===== src/rtl/id_ex_stage.sv =====
// -----------------------------------------------------------------------------
// id_ex_stage
//
// Decode-to-execute pipeline register placed directly after the register file.
// It captures both regfile read ports and the decode controls, and resolves
// each source operand by forwarding from EX, MEM or WB, so a register written
// and read in the same cycle still gets the new value. A load in EX whose
// destination is needed by the decoding instruction raises a one-cycle stall
// and a bubble enters EX. A branch flush also turns the entering slot into a
// bubble.
//
// Optional feature (compile-time macro STALL_COUNT_EN):
//   defined   - stall_count counts edges with stall=1 and flush=0 and
//               saturates at all ones
//   undefined - stall_count is tied to 0 and no counter is built
//
// Parameters:
//   DATA_W   datapath width
//   ADDR_W   register address width
//
// Ports:
//   clk, rst_n                    clock (rising edge), async active-low reset
//   id_valid                      decode slot holds a real instruction
//   id_rs, id_rt                  source addresses (also drive the regfile)
//   id_rt_used                    rt is read as a register operand
//   id_dest, id_reg_write         destination register and its write enable
//   id_mem_read                   instruction is a load
//   id_use_imm, id_imm            operand B select and sign-extended immediate
//   rs_data, rt_data              regfile read data
//   ex_result                     ALU result of the instruction now in EX
//   mem_dest/_reg_write/_result   MEM stage writeback information
//   wb_dest/_reg_write/_result    WB stage writeback information
//   flush                         kill the instruction entering EX
//   stall                         combinational load-use stall to the front end
//   ex_valid, ex_dest             registered EX slot valid and destination
//   ex_reg_write, ex_mem_read     registered EX controls
//   ex_opa, ex_opb, ex_store_data resolved operands
//   stall_count                   load-use stall counter
// -----------------------------------------------------------------------------
module id_ex_stage #(
    parameter int DATA_W = 32,
    parameter int ADDR_W = 5
) (
    input  logic              clk,
    input  logic              rst_n,
    input  logic              id_valid,
    input  logic [ADDR_W-1:0] id_rs,
    input  logic [ADDR_W-1:0] id_rt,
    input  logic              id_rt_used,
    input  logic [ADDR_W-1:0] id_dest,
    input  logic              id_reg_write,
    input  logic              id_mem_read,
    input  logic              id_use_imm,
    input  logic [DATA_W-1:0] id_imm,
    input  logic [DATA_W-1:0] rs_data,
    input  logic [DATA_W-1:0] rt_data,
    input  logic [DATA_W-1:0] ex_result,
    input  logic [ADDR_W-1:0] mem_dest,
    input  logic              mem_reg_write,
    input  logic [DATA_W-1:0] mem_result,
    input  logic [ADDR_W-1:0] wb_dest,
    input  logic              wb_reg_write,
    input  logic [DATA_W-1:0] wb_result,
    input  logic              flush,
    output logic              stall,
    output logic              ex_valid,
    output logic [DATA_W-1:0] ex_opa,
    output logic [DATA_W-1:0] ex_opb,
    output logic [DATA_W-1:0] ex_store_data,
    output logic [ADDR_W-1:0] ex_dest,
    output logic              ex_reg_write,
    output logic              ex_mem_read,
    output logic [31:0]       stall_count
);

    logic              vld_p1;
    logic              reg_write_p1;
    logic              mem_read_p1;
    logic [ADDR_W-1:0] dest_p1;
    logic [DATA_W-1:0] opa_p1;
    logic [DATA_W-1:0] opb_p1;
    logic [DATA_W-1:0] store_p1;

    logic              ex_fwd_en;
    logic              bubble;
    logic [DATA_W-1:0] rs_fwd;
    logic [DATA_W-1:0] rt_fwd;

    // Youngest producer wins. A load in EX has no data yet, so it is excluded
    // from EX forwarding (the stall covers that case). Register 0 is hardwired.
    function automatic logic [DATA_W-1:0] fwd_operand(
        input logic [ADDR_W-1:0] addr,
        input logic [DATA_W-1:0] rf_data,
        input logic              ex_en,
        input logic [ADDR_W-1:0] ex_addr,
        input logic [DATA_W-1:0] ex_data,
        input logic              mem_en,
        input logic [ADDR_W-1:0] mem_addr,
        input logic [DATA_W-1:0] mem_data,
        input logic              wb_en,
        input logic [ADDR_W-1:0] wb_addr,
        input logic [DATA_W-1:0] wb_data
    );
        logic [DATA_W-1:0] res;
        if (addr == '0)
            res = '0;
        else if (ex_en && (ex_addr == addr))
            res = ex_data;
        else if (mem_en && (mem_addr == addr))
            res = mem_data;
        else if (wb_en && (wb_addr == addr))
            res = wb_data;
        else
            res = rf_data;
        return res;
    endfunction

    // ---- decode stage: operand resolution and hazard detection (p0) ----
    assign ex_fwd_en = vld_p1 & reg_write_p1 & ~mem_read_p1;

    assign rs_fwd = fwd_operand(id_rs, rs_data, ex_fwd_en, dest_p1, ex_result,
                                mem_reg_write, mem_dest, mem_result,
                                wb_reg_write, wb_dest, wb_result);
    assign rt_fwd = fwd_operand(id_rt, rt_data, ex_fwd_en, dest_p1, ex_result,
                                mem_reg_write, mem_dest, mem_result,
                                wb_reg_write, wb_dest, wb_result);

    assign stall = id_valid & vld_p1 & mem_read_p1 & (dest_p1 != '0) &
                   ((dest_p1 == id_rs) | (id_rt_used & (dest_p1 == id_rt)));

    assign bubble = flush | stall | ~id_valid;

    // ---- ID/EX register (p1) ----
    always_ff @(posedge clk or negedge rst_n) begin
        if (!rst_n) begin
            vld_p1       <= 1'b0;
            reg_write_p1 <= 1'b0;
            mem_read_p1  <= 1'b0;
            dest_p1      <= '0;
            opa_p1       <= '0;
            opb_p1       <= '0;
            store_p1     <= '0;
        end else begin
            // A bubble clears only the controls; its data fields are never used.
            vld_p1       <= ~bubble;
            reg_write_p1 <= ~bubble & id_reg_write;
            mem_read_p1  <= ~bubble & id_mem_read;
            dest_p1      <= id_dest;
            opa_p1       <= rs_fwd;
            opb_p1       <= id_use_imm ? id_imm : rt_fwd;
            store_p1     <= rt_fwd;
        end
    end

    assign ex_valid      = vld_p1;
    assign ex_reg_write  = reg_write_p1;
    assign ex_mem_read   = mem_read_p1;
    assign ex_dest       = dest_p1;
    assign ex_opa        = opa_p1;
    assign ex_opb        = opb_p1;
    assign ex_store_data = store_p1;

`ifdef STALL_COUNT_EN
    logic [31:0] stall_cnt_p1;

    // Stalls overridden by a flush are not counted.
    always_ff @(posedge clk or negedge rst_n) begin
        if (!rst_n)
            stall_cnt_p1 <= '0;
        else if (stall && !flush && (stall_cnt_p1 != 32'hFFFF_FFFF))
            stall_cnt_p1 <= stall_cnt_p1 + 32'd1;
    end

    assign stall_count = stall_cnt_p1;
`else
    assign stall_count = 32'd0;
`endif

endmodule

===== config.mk =====
export PLATFORM = sky130hd
export DESIGN_NAME = id_ex_stage
export DESIGN_NICKNAME = d
export VERILOG_FILES = /design/src/rtl/id_ex_stage.sv
export SDC_FILE = /design/constraint.sdc
export NUM_CORES = 1
export LEC_CHECK = 0
export ABC_AREA = 1
export CORE_MARGIN = 5
export CORE_UTILIZATION = 38
export CTS_BUF_LIST = sky130_fd_sc_hd__clkbuf_4 sky130_fd_sc_hd__clkbuf_8 sky130_fd_sc_hd__clkbuf_16
export DETAILED_ROUTE_END_ITERATION = 10
export GPL_ROUTABILITY_DRIVEN = 0
export MAX_ROUTING_LAYER = met4
export PLACE_DENSITY_LB_ADDON = 0.25
export SLEW_MARGIN = 40
export SYNTH_ARGS = -nofsm -noshare
export SYNTH_HDL_FRONTEND = slang
export SYNTH_SLANG_ARGS = --single-unit

===== constraint.sdc =====
create_clock -name clk -period 1.46 [get_ports clk]
set_input_delay 0.219 -clock clk [delete_from_list [all_inputs] [get_ports clk]]
set_output_delay 0.219 -clock clk [all_outputs]
set_load 0.01 [all_outputs]

### After elaboration in Yosys (flattened, before gate mapping)

Index checks and enable logic that the tools add are counted.

| operators by class | value |
|---|---|
| $add $sub $neg | 0 |
| $mul | 0 |
| divide/modulo/power cells | 0 |
| order comparisons | 0 |
| equality and inequality tests | 6 |
| shifts and indexed selects | 0 |
| mux-type cells | 9 |
| bitwise logic cells | 15 |
| reduce and logical (&&, ||, !) cells | 9 |

Operators with widths:

| operator | number |
|---|---|
| $mux W32 | 9 |
| $eq A5 B5 Y1 | 6 |
| $logic_not A5 Y1 | 2 |
| $and A1 B1 Y1 | 9 |
| $logic_and A1 B1 Y1 | 6 |
| $reduce_bool A5 Y1 | 1 |
| $not A1 Y1 | 3 |
| $or A1 B1 Y1 | 3 |

| word-level totals | value |
|---|---|
| register bits after elaboration | 104 |
| bits in latches | 0 |
| memory bits (writable) | 0 |
| bits in read-only memories | 0 |
| input port bits | 227 |
| output and inout bits | 137 |
| word-level logic and storage cells | 46 |
| memories | 0 |

### Longest topological paths before layout

Gate-level depths: netlist of the first run.

| logic depth | value |
|---|---|
| word-level depth | 8 |
| depth in mapped cells | 12 |
| depth with buffers taken out | 10 |

### Least setup slack after synthesis of the first run

No wires, ideal clock.

| path | value |
|---|---|
| path type | register -> register |
| start | reg vld_p1, in the netlist ex_valid |
| end | reg opb_p1[10], in the netlist ex_opb[10] |
| data arrival time | 1.368 ns |
| required time | 1.342 ns |
| path slack | -0.026 ns |
| stages on the path, launching flop included | 9 |
| cells stage by stage | dfrtp_1 > nand2_1 > nor2_1 > clkbuf_1 > nand4_1 > nand2_1 > inv_1 > nand3_1 > nand2_1 |

| on the way | value |
|---|---|
| word-level cells in the longest chain between the ends | 6 |

RTL lines:

| item | RTL line | RTL |
|---|---|---|
| start: declaration | 76 | `logic vld_p1;` |
| start signal: assignment | 145 | `vld_p1 <= ~bubble;` |
| $and A1 B1 Y1 (2 in series) | 119 | `assign ex_fwd_en = vld_p1 & reg_write_p1 & ~mem_read_p1;` |
| $logic_and A1 B1 Y1 | 107 | `else if (ex_en && (ex_addr == addr))` |
| $mux W32 | 107 |  |
| $mux W32 | 105 | `if (addr == '0)` |
| $mux W32 | 150 | `opb_p1 <= id_use_imm ? id_imm : rt_fwd;` |
| end signal: assignment | 150 |  |
| end: declaration | 81 | `logic [DATA_W-1:0] opb_p1;` |

Every way passes these cells.

### Final worst setup path of the first run

| path | value |
|---|---|
| start | reg dest_p1[2], in the netlist ex_dest[2] |
| end | reg opa_p1[31], in the netlist ex_opa[31] |

| on the way | value |
|---|---|
| word-level cells in the longest chain between the ends | 4 |

RTL lines:

| item | RTL line | RTL |
|---|---|---|
| start: declaration | 79 | `logic [ADDR_W-1:0] dest_p1;` |
| start signal: assignment | 148 | `dest_p1 <= id_dest;` |
| $eq A5 B5 Y1 | 107 |  |
| $logic_and A1 B1 Y1 | 107 |  |
| $mux W32 | 107 |  |
| $mux W32 | 105 |  |
| named net rs_fwd[31] | 86 | `logic [DATA_W-1:0] rs_fwd;` |
| end signal: assignment | 149 | `opa_p1 <= rs_fwd;` |
| end: declaration | 80 | `logic [DATA_W-1:0] opa_p1;` |

The timed path passes the listed nets, and every way through them passes these cells.

==> results of run 1 <==
-- where the power goes --
| group | internal (mW) | switching [mW] | leakage [nW] | total [mW] |
|---|---|---|---|---|
| combinational | 1.39 | 1.45 | 5.88 | 2.83 |
| sequential | 3.11 | 0.0747 | 1.23 | 3.19 |
| clock | 1.32 | 1.23 | 0.137 | 2.55 |
| total | 5.82 | 2.75 | 7.24 | 8.57 |
-- critical path, cell delays in order (launching register included) --
cell and delay (ns):
sky130_fd_sc_hd__dfrtp_2 0.44, sky130_fd_sc_hd__buf_6 0.12, sky130_fd_sc_hd__nand2_2 0.05, sky130_fd_sc_hd__nand4_1 0.15, sky130_fd_sc_hd__nor2_4 0.19, sky130_fd_sc_hd__buf_6 0.13, sky130_fd_sc_hd__nand2_8 0.10, sky130_fd_sc_hd__buf_12 0.17
sky130_fd_sc_hd__o21ai_0 0.19, sky130_fd_sc_hd__inv_1 0.07, sky130_fd_sc_hd__nand2_1 0.07, sky130_fd_sc_hd__inv_1 0.05
-- layout make-up --
cell class / instances / area [um^2] / share of cell area [%]
timing repair buffer: 427 / 4590 / 35.0
multi-input combinational: 759 / 4190 / 31.9
tap: 270 / 338 / 2.58
sequential: 104 / 2610 / 19.9
clock buffer: 9 / 225 / 1.72
inverter: 290 / 1090 / 8.30
antenna: 6 / 15.0 / 0.115
clock inverter: 5 / 60.1 / 0.458
-- kinds of logic after synthesis --
group | synth area share [%]
other | 0.0490
and+or+nand+nor | 38.4
xor gates and xnor gates | 0.687
buffers and inverters | 21.8
DFF | 34.0
AOI/OAI and AO/OA | 5.05
-- flip-flops by register name, summed over array words and instances, names as in the netlist --
| name | count |
|---|---|
| ex_reg_write | 1 |
| ex_store_data | 32 |
| ex_opa | 32 |
| ex_opb | 32 |
| ex_mem_read | 1 |
| ex_dest | 5 |
| ex_valid | 1 |
-- metrics by stage --
stage          area, um^2  setup slack (ns)  instances  hold WS, ns
3_3_place_gp        11800            -0.827       1833       0.0893
6_report            13100            -0.380       1870        0.251
2_1_floorplan        7770          -0.00254       1256      -0.0766
3_5_place_dp        11800            -0.840       1833       0.0935
4_1_cts             12300            -0.370       1856        0.253
5_1_grt             13100            -0.522       1870        0.262
-- what timing repair did --
item / 4_1_cts / 5_1_grt
gates resized for setup: 97 / 204
cloned: 2 / 7
hold buffers: 1 / 0
pin swaps: 20 / 86
setup buffers: 6 / 1
hold endpoints to repair: 23 / 0
setup endpoints to repair: 159 / 142
-- synth_stat cells (all sizes together) --
cell	number	area (um^2)
nor3	3	15.0
buf	80	492
nand2	289	1090
xnor2	4	35.0
o21ai	35	175
o22ai	2	12.5
nand4	98	613
o21bai	1	7.51
clkbuf	23	86.3
or2	1	6.26
nand3	169	868
conb	1	3.75
xor2	2	17.5
inv	290	1090
dfrtp	104	2600
a21oi	36	191
nand3b	1	7.51
nor2	86	340
-- worst min-delay path by stage --
stage                     cells past startpoint                     endpoint  startpoint
after floorplan                               0         ex_dest[0]$_DFF_PN0_       rst_n
after global placement                        1         ex_opb[25]$_DFF_PN0_       rst_n
after detailed placement                      1         ex_opb[25]$_DFF_PN0_       rst_n
after CTS                                     2         ex_opb[25]$_DFF_PN0_       rst_n
after global routing                          2  ex_store_data[25]$_DFF_PN0_       rst_n
final                                         2  ex_store_data[25]$_DFF_PN0_       rst_n
-- placed cells by master (no fill, tap or decap), types with 6 or more instances in the layout --
cell / count
sky130_fd_sc_hd__dlygate4sd2_1: 55
sky130_fd_sc_hd__inv_1: 278
sky130_fd_sc_hd__diode_2: 6
sky130_fd_sc_hd__nand3_1: 143
sky130_fd_sc_hd__clkdlybuf4s50_1: 227
sky130_fd_sc_hd__o21ai_0: 17
sky130_fd_sc_hd__o21ai_2: 8
sky130_fd_sc_hd__nand2_2: 25
sky130_fd_sc_hd__clkbuf_16: 15
sky130_fd_sc_hd__o21ai_1: 9
sky130_fd_sc_hd__buf_4: 55
sky130_fd_sc_hd__nor2_4: 40
sky130_fd_sc_hd__conb_1: 32
sky130_fd_sc_hd__inv_2: 12
sky130_fd_sc_hd__nand2_1: 263
sky130_fd_sc_hd__nand4_1: 98
sky130_fd_sc_hd__buf_12: 29
sky130_fd_sc_hd__dlymetal6s2s_1: 42
sky130_fd_sc_hd__a21oi_2: 32
sky130_fd_sc_hd__nor2_1: 42
sky130_fd_sc_hd__dfrtp_1: 100
sky130_fd_sc_hd__nand3_2: 25
-- routing by layer --
metal | GRT usage [%] | up-vias | share of wire [%]
met5 | - | - | 0
met4 | 8.78 | 0 | 3.3
met3 | 8.11 | 105 | 10
met2 | 46.8 | 617 | 48
met1 | 35.2 | 4445 | 38
li1 | - | 4474 | -
==> impl_results.html, run 1 <==
<table>
<tr><th>Metric</th><th>Value</th></tr>
<tr><th colspan="2">Die</th></tr>
<tr><td>Core ar.</td><td>20000 um^2</td></tr>
<tr><td>Total I/O pin count</td><td>364</td></tr>
<tr><td>Site row count</td><td>52</td></tr>
<tr><td>Effective utilization at floorplan</td><td>38.2%</td></tr>
<tr><td>DIE AREA</td><td>23100 um^2</td></tr>
<tr><td>Die X-Extent</td><td>152 um</td></tr>
<tr><td>Chip height</td><td>152 um</td></tr>
<tr><th colspan="2">Finish</th></tr>
<tr><td>Layout Area Growth over Synthesis</td><td>71.4%</td></tr>
<tr><td>Final #Nets</td><td>1818</td></tr>
<tr><td>Layout cells sized above 1</td><td>17.1%</td></tr>
<tr><td>Fin util</td><td>65.4%</td></tr>
<tr><td>Count of filler cells inserted in the layout</td><td>1797</td></tr>
<tr><th colspan="2">STA</th></tr>
<tr><td>Hold violation count in the final report</td><td>0</td></tr>
<tr><td>Slew Limit Fails</td><td>0</td></tr>
<tr><td>Fraction of the cycle the final worst path needs</td><td>126%</td></tr>
<tr><td>Final worst clock skew</td><td>0.0131 ns</td></tr>
<tr><td>Final worst path period need</td><td>1.84 ns</td></tr>
<tr><td>Post-route setup TNS</td><td>-27.37 ns</td></tr>
<tr><td>Total setup violations reported at the end of the flow</td><td>97</td></tr>
<tr><td>PnR worst setup slack</td><td>-0.380 ns</td></tr>
<tr><td>RSZ-0062 raised after global routing</td><td>yes</td></tr>
<tr><td>Highest achievable clock rate</td><td>543 MHz</td></tr>
<tr><th colspan="2">Clock network</th></tr>
<tr><td>Maximum level of the CTS H-tree</td><td>3</td></tr>
<tr><td>Bufs on Longest Clock Path</td><td>2</td></tr>
<tr><td>Clock-pin slew reported for the worst setup and hold paths after clock tree synthesis</td><td>0.08 ns</td></tr>
<tr><td>Number of buffers created by CTS</td><td>9</td></tr>
<tr><td>Root Buffer Master</td><td>sky130_fd_sc_hd__clkbuf_16</td></tr>
<tr><td>Count of clock tree sinks</td><td>104</td></tr>
<tr><td>Clock tree from TritonCTS</td><td>built</td></tr>
<tr><td>Worst skew pair latency</td><td>0.37 ns</td></tr>
<tr><th colspan="2">Outcome</th></tr>
<tr><td>Run status</td><td>finished with violations</td></tr>
<tr><td>Violated checks</td><td>negative setup slack</td></tr>
<tr><th colspan="2">Yosys</th></tr>
<tr><td>Post-synthesis register bit count</td><td>104</td></tr>
<tr><td>Cells after Synth</td><td>1225</td></tr>
<tr><td>Avg Inst Size Synth</td><td>6.24 um^2</td></tr>
<tr><td>Post-synthesis instance area</td><td>7650 um^2</td></tr>
<tr><td>Yosys warning count</td><td>0</td></tr>
<tr><td>Number of distinct library cells after synthesis</td><td>27</td></tr>
<tr><td>Sequential fraction of the synthesis area</td><td>34.0%</td></tr>
<tr><th colspan="2">Critical path</th></tr>
<tr><td>Critical register-to-register path endpoint</td><td>ex_opa[31]$_DFF_PN0_</td></tr>
<tr><td>Worst Path Required</td><td>1.72 ns</td></tr>
<tr><td>Critical-path maximum fanout</td><td>7</td></tr>
<tr><td>Setup crit start</td><td>ex_dest[2]$_DFF_PN0_</td></tr>
<tr><td>Reg2reg setup slack</td><td>-0.38 ns</td></tr>
<tr><td>Startpoint type of the worst setup path</td><td>flip-flop</td></tr>
<tr><td>Critical path capture point</td><td>ex_opa[31]$_DFF_PN0_</td></tr>
<tr><td>Startpoint-to-endpoint class of the critical path</td><td>flip-flop to flip-flop</td></tr>
<tr><td>Worst reg2reg path depth</td><td>11</td></tr>
<tr><td>Kind of end point of the critical path</td><td>flip-flop</td></tr>
<tr><td>Startpoint of the worst register-to-register path</td><td>ex_dest[2]$_DFF_PN0_</td></tr>
<tr><td>Signal arrival time at the worst endpoint</td><td>2.10 ns</td></tr>
<tr><th colspan="2">GRT</th></tr>
<tr><td>Antenna violations before repair</td><td>6</td></tr>
<tr><td>Global route overflow</td><td>0</td></tr>
<tr><td>Maximum number of pins on one net before global-route repair</td><td>58</td></tr>
<tr><td>Vias in the first global route</td><td>9303</td></tr>
<tr><td>Total global-route track usage</td><td>28.9%</td></tr>
<tr><td>Wire length of the first global-routing pass</td><td>51700 um</td></tr>
<tr><th colspan="2">Route</th></tr>
<tr><td>Number of nets with antenna violations after detailed routing</td><td>0</td></tr>
<tr><td>Drt drc</td><td>0</td></tr>
<tr><td>Total iterations of the first detailed-routing run</td><td>6</td></tr>
<tr><td>Iteration-0 DRC Markers</td><td>743</td></tr>
<tr><td>Via-to-Cell Ratio</td><td>5.16</td></tr>
<tr><td>Routed length per instance</td><td>18.8 um</td></tr>
<tr><td>Aggregate routed wire length</td><td>35100 um</td></tr>
<tr><td>Vias</td><td>9641</td></tr>
<tr><th colspan="2">Pwr</th></tr>
<tr><td>Leakage component of the power</td><td>7.24 nW</td></tr>
<tr><td>Worst-case vdd ir drop</td><td>0.000589 V</td></tr>
<tr><td>Sum of internal, switching and leakage power</td><td>8.57 mW</td></tr>
<tr><td>Power density over cell area</td><td>654 nW/um^2</td></tr>
<tr><th colspan="2">Job</th></tr>
<tr><td>Total of max-cap violations</td><td>0</td></tr>
<tr><th colspan="2">Placement</th></tr>
<tr><td>Placed wire-length estimate after detailed placement</td><td>25600 um</td></tr>
<tr><td>IO Port Bufs</td><td>331</td></tr>
<tr><th colspan="2">Min path</th></tr>
<tr><td>Worst min path class</td><td>input port to async pin</td></tr>
</table>
Note: power is estimated with default switching activity, not from simulation.
==> run 2: changes to the inputs <==
- ABC_AREA: 1 -> default
- CORE_ASPECT_RATIO: default -> 0.75
- CORE_UTILIZATION: 38 -> 35
==> impl_results.html, run 2 <==
<table>
<tr><th>Metric</th><th>Value</th></tr>
<tr><th colspan="2">Outcome</th></tr>
<tr><td>Run status</td><td>finished with violations</td></tr>
<tr><td>Violated checks</td><td>negative setup slack</td></tr>
<tr><th colspan="2">Placement</th></tr>
<tr><td>IO Port Bufs</td><td>331 (unchanged)</td></tr>
<tr><td>Placed wire-length estimate after detailed placement</td><td>19800 um (-23%)</td></tr>
<tr><td>DP Cell Count</td><td>1250 (-32%)</td></tr>
<tr><td>Area of placed instances</td><td>10400 um^2 (-12%)</td></tr>
<tr><th colspan="2">Critical path</th></tr>
<tr><td>Maximum single-stage delay on the critical path</td><td>0.41 ns (-0.03 ns)</td></tr>
<tr><td>Worst path buffer plus inverter count</td><td>4 (-1)</td></tr>
<tr><td>Startpoint type of the worst setup path</td><td>flip-flop</td></tr>
<tr><td>Kind of cell adding the most delay to the critical path</td><td>buffers and inverters</td></tr>
<tr><td>Cell type with the highest occurrence count on the critical path</td><td>sky130_fd_sc_hd__buf_12</td></tr>
<tr><td>Signal arrival time at the worst endpoint</td><td>2.28 ns (+0.18 ns)</td></tr>
<tr><td>Reg2reg setup slack</td><td>-0.57 ns (-0.19 ns)</td></tr>
<tr><td>Kind of end point of the critical path</td><td>flip-flop</td></tr>
<tr><td>Critical-path maximum fanout</td><td>8 (+1)</td></tr>
<tr><td>Sequence of cells on the critical path</td><td>buf_6, xor2_2, nor3_2, buf_4, nand3b_1, buf_12, buf_12, o21ai_1, a211oi_1, a211o_1</td></tr>
<tr><td>Startpoint-to-endpoint class of the critical path</td><td>flip-flop to flip-flop</td></tr>
<tr><td>Worst Path Required</td><td>1.71 ns (about the same)</td></tr>
<tr><td>Slowest cell on the critical path</td><td>sky130_fd_sc_hd__dfrtp_1</td></tr>
<tr><th colspan="2">Min path</th></tr>
<tr><td>Worst min path class</td><td>input port to flip-flop</td></tr>
<tr><th colspan="2">STA</th></tr>
<tr><td>Hold violation count in the final report</td><td>0 (unchanged)</td></tr>
<tr><td>Total setup violations reported at the end of the flow</td><td>100 (+3.1%)</td></tr>
<tr><td>PnR worst setup slack</td><td>-0.573 ns (-0.193 ns)</td></tr>
<tr><td>Highest achievable clock rate</td><td>492 MHz (-9.5%)</td></tr>
<tr><td>Fraction of the cycle the final worst path needs</td><td>139% (+13 points)</td></tr>
<tr><td>Slew of the pin with the lowest slew margin</td><td>0.521 ns</td></tr>
<tr><td>Tightest slew margin relative to the limit</td><td>65.3%</td></tr>
<tr><td>Final worst clock skew</td><td>0.0102 ns (-0.00294 ns)</td></tr>
<tr><td>Worst hold-check slack</td><td>0.307 ns (+0.0560 ns)</td></tr>
<tr><td>Final worst path period need</td><td>2.03 ns (+0.193 ns)</td></tr>
<tr><td>Slew Limit Fails</td><td>0 (unchanged)</td></tr>
<tr><td>RSZ-0062 raised after global routing</td><td>yes</td></tr>
<tr><th colspan="2">Yosys</th></tr>
<tr><td>Post-synthesis instance area</td><td>6220 um^2 (-19%)</td></tr>
<tr><td>Post-synth top area cell</td><td>sky130_fd_sc_hd__dfrtp_1</td></tr>
<tr><td>Area share of the largest cell type after synthesis</td><td>41.8% (+7.8 points)</td></tr>
<tr><td>Most frequent cell after synthesis</td><td>sky130_fd_sc_hd__dfrtp_1</td></tr>
<tr><td>Avg Inst Size Synth</td><td>9.68 um^2 (+55%)</td></tr>
<tr><td>Synthesized-area fraction occupied by adder cells</td><td>0% (unchanged)</td></tr>
<tr><td>Share of the synthesized area in compound gates (AO/OA/AOI/OAI)</td><td>24.6% (+20 points)</td></tr>
<tr><td>Cells after Synth</td><td>643 (-48%)</td></tr>
<tr><td>Yosys warning count</td><td>0 (unchanged)</td></tr>
<tr><td>Post-synthesis register bit count</td><td>104 (unchanged)</td></tr>
<tr><td>Most used standard cells in the synthesized netlist</td><td>sky130_fd_sc_hd__dfrtp_1, sky130_fd_sc_hd__a21oi_1, sky130_fd_sc_hd__mux2i_1</td></tr>
<tr><td>Sequential fraction of the synthesis area</td><td>41.8% (+7.8 points)</td></tr>
<tr><td>Number of distinct library cells after synthesis</td><td>36 (+33%)</td></tr>
<tr><td>Fraction of registers with async set or reset after synthesis</td><td>100% (unchanged)</td></tr>
<tr><td>Mux share of post-synthesis cell area</td><td>9.65% (+9.7 points)</td></tr>
<tr><td>Predominant post-synthesis flop cell</td><td>sky130_fd_sc_hd__dfrtp_1</td></tr>
<tr><td>Area contributors post-synth</td><td>sky130_fd_sc_hd__dfrtp_1, sky130_fd_sc_hd__mux2i_1, sky130_fd_sc_hd__a21oi_1, sky130_fd_sc_hd__a22o_1, sky130_fd_sc_hd__buf_4</td></tr>
<tr><td>Number of synthesized flops with an enable pin</td><td>0 (unchanged)</td></tr>
<tr><td>Fraction of the mapped netlist area in simple logic gates</td><td>11.1% (-27 points)</td></tr>
<tr><td>Main combinational cell family by area after synthesis</td><td>compound AO/OA/AOI/OAI gates</td></tr>
<tr><td>Xor/xnor share of the synthesized area</td><td>4.22% (+3.5 points)</td></tr>
<tr><th colspan="2">Clock network</th></tr>
<tr><td>Worst skew pair latency</td><td>0.36 ns (about the same)</td></tr>
<tr><td>Maximum level of the CTS H-tree</td><td>3 (unchanged)</td></tr>
<tr><td>Clock tree from TritonCTS</td><td>built</td></tr>
<tr><td>Bufs on Longest Clock Path</td><td>2 (unchanged)</td></tr>
<tr><td>Clock-pin slew reported for the worst setup and hold paths after clock tree synthesis</td><td>0.08 ns (about the same)</td></tr>
<tr><td>Count of clock tree sinks</td><td>104 (unchanged)</td></tr>
<tr><td>Root Buffer Master</td><td>sky130_fd_sc_hd__clkbuf_16</td></tr>
<tr><td>Number of buffers created by CTS</td><td>9 (unchanged)</td></tr>
<tr><th colspan="2">Route</th></tr>
<tr><td>Drt drc</td><td>0 (unchanged)</td></tr>
<tr><td>Vias</td><td>7090 (-26%)</td></tr>
<tr><td>Aggregate routed wire length</td><td>30700 um (-13%)</td></tr>
<tr><td>Total iterations of the first detailed-routing run</td><td>6 (unchanged)</td></tr>
<tr><td>Via-to-Cell Ratio</td><td>5.43 (+5.4%)</td></tr>
<tr><td>Number of nets with antenna violations after detailed routing</td><td>0 (unchanged)</td></tr>
<tr><td>Iteration-0 DRC Markers</td><td>434 (-42%)</td></tr>
<tr><td>Met2 Routed Length</td><td>14900 um (-12%)</td></tr>
<tr><td>Max Used Layer</td><td>met4</td></tr>
<tr><td>Met3 Wirelength</td><td>3020 um (-18%)</td></tr>
<tr><td>Routed length per instance</td><td>23.5 um (+25%)</td></tr>
<tr><td>WL met1</td><td>12200 um (-9.5%)</td></tr>
<tr><th colspan="2">Finish</th></tr>
<tr><td>Commonest non-fill, non-tap cell in the layout</td><td>sky130_fd_sc_hd__clkdlybuf4s50_1</td></tr>
<tr><td>Final instance count without filler cells</td><td>1305 (-30%)</td></tr>
<tr><td>Most used cells in the layout excluding fill and tap cells</td><td>sky130_fd_sc_hd__clkdlybuf4s50_1, sky130_fd_sc_hd__dfrtp_1, sky130_fd_sc_hd__dlygate4sd2_1</td></tr>
<tr><td>Layout Area Growth over Synthesis</td><td>95.6%</td></tr>
<tr><td>Layout Cell Area excl Fill</td><td>12200 um^2 (-7.2%)</td></tr>
<tr><td>Final #Nets</td><td>1283 (-29%)</td></tr>
<tr><td>Layout cells sized above 1</td><td>25.2% (+8.1 points)</td></tr>
<tr><th colspan="2">Die</th></tr>
<tr><td>Die X-Extent</td><td>164 um (+8.0%)</td></tr>
<tr><td>Effective utilization at floorplan</td><td>35.5% (-2.7 points)</td></tr>
<tr><td>Total I/O pin count</td><td>364 (unchanged)</td></tr>
<tr><td>Chip height</td><td>125 um (-17%)</td></tr>
<tr><td>DIE AREA</td><td>20600 um^2 (-11%)</td></tr>
<tr><td>Core ar.</td><td>17600 um^2 (-12%)</td></tr>
<tr><td>Site row count</td><td>42 (-19%)</td></tr>
<tr><th colspan="2">GRT</th></tr>
<tr><td>Maximum number of pins on one net before global-route repair</td><td>57 (-1.7%)</td></tr>
<tr><td>Vias in the first global route</td><td>7097 (-24%)</td></tr>
<tr><td>Antenna violations before repair</td><td>2 (-4)</td></tr>
<tr><td>Total global-route track usage</td><td>28.8% (-0.081 points)</td></tr>
<tr><td>Global route overflow</td><td>0 (unchanged)</td></tr>
<tr><td>Wire length of the first global-routing pass</td><td>43300 um (-16%)</td></tr>
<tr><th colspan="2">Pwr</th></tr>
<tr><td>Worst-case vdd ir drop</td><td>0.000520 V (-12%)</td></tr>
<tr><td>Sum of internal, switching and leakage power</td><td>8.06 mW (-6.0%)</td></tr>
<tr><td>Leakage component of the power</td><td>5.75 nW (-21%)</td></tr>
<tr><td>Power density over cell area</td><td>662 nW/um^2 (+1.2%)</td></tr>
<tr><th colspan="2">Job</th></tr>
<tr><td>Total of max-cap violations</td><td>0 (unchanged)</td></tr>
</table>
-- run 2: cell count changes in the layout (fill, tap and decap cells not counted), moves of 20 or more --
cell,previous run,this run
sky130_fd_sc_hd__a211o_1,0,28
sky130_fd_sc_hd__a211oi_2,0,20
sky130_fd_sc_hd__a21o_1,0,28
sky130_fd_sc_hd__a21oi_1,1,43
sky130_fd_sc_hd__a22o_1,0,32
sky130_fd_sc_hd__dlygate4sd2_1,55,77
sky130_fd_sc_hd__inv_1,278,5
sky130_fd_sc_hd__mux2i_1,0,58
sky130_fd_sc_hd__nand2_1,263,35
sky130_fd_sc_hd__nand2_2,25,0
sky130_fd_sc_hd__nand3_1,143,0
sky130_fd_sc_hd__nand3_2,25,2
sky130_fd_sc_hd__nand4_1,98,1
sky130_fd_sc_hd__nor2_4,40,3
-- run 2: kinds of logic after synthesis --
group / after synthesis
AO/OA/AOI/OAI: 225
other: 1
flip-flops: 104
XOR/XNOR: 30
buffers and inverters: 94
AND/OR/NAND/NOR: 129
multiplexers: 60
-- run 2: worst register-to-register path, cell delays in order (launching register included) --
cell and delay [ns]:
sky130_fd_sc_hd__dfrtp_1 0.41, sky130_fd_sc_hd__buf_6 0.13, sky130_fd_sc_hd__xor2_2 0.14, sky130_fd_sc_hd__nor3_2 0.15
sky130_fd_sc_hd__buf_4 0.15, sky130_fd_sc_hd__nand3b_1 0.12, sky130_fd_sc_hd__buf_12 0.18, sky130_fd_sc_hd__buf_12 0.16
sky130_fd_sc_hd__o21ai_1 0.13, sky130_fd_sc_hd__a211oi_1 0.09, sky130_fd_sc_hd__a211o_1 0.27
-- run 2: path summary, 6_finish.rpt --
kind                                      start                    endpoint  cells past startpoint
setup / recovery           ex_dest[4]$_DFF_PN0_        ex_opb[11]$_DFF_PN0_                     10
hold reg to reg              ex_valid$_DFF_PN0_          ex_valid$_DFF_PN0_                      3
min in group asynchronous                 rst_n        ex_dest[4]$_DFF_PN0_                      3
setup reg to reg           ex_dest[4]$_DFF_PN0_        ex_opb[11]$_DFF_PN0_                     10
hold / removal                       id_dest[2]        ex_dest[2]$_DFF_PN0_                      1
max in group asynchronous                 rst_n  ex_store_data[9]$_DFF_PN0_                      3
-- run 2: through the flow --
stage | utilization [%] | TNS (ns) | setup slack, ns
5_1_grt | 69.3 | -53.15 | -0.702
3_5_place_dp | 59.2 | -91.78 | -1.06
3_3_place_gp | 58.9 | -91.14 | -1.02
4_1_cts | 66.1 | -45.98 | -0.556
2_1_floorplan | - | -13.80 | -0.245
6_report | 69.3 | -43.05 | -0.573
-- run 2: cell type report --
class                      count  area, um^2
antenna                        2        5.00
clock buffer                  10         233
clock inverter                 6        73.8
fill                        1332        5380
inverter                       5        18.8
multi-input combinational    476        3960
sequential                   104        2600
tap                          242         303
timing repair buffer         460        4980
-- run 2: where the power goes --
| group | switching (mW) | internal [mW] |
|---|---|---|
| Clock | 1.20 | 1.38 |
| Sequential | 0.0770 | 3.10 |
| Combinational | 1.01 | 1.29 |
-- run 2: what timing repair did --
action                     in CTS  in global routing
setup endpoints to repair     170                131
pin swaps                      21                 45
cloned                         16                  1
buffers inserted               14                  6
gates resized for setup       191                136
hold buffers                    1                  0
hold endpoints to repair      104                  0
-- run 2: routing by layer --
layer / track usage, % / vias to the layer above
li1: - / 3135
met1: 36.0 / 3494
met2: 46.2 / 416
met3: 8.06 / 45
met4: 7.45 / 0
met5: - / -
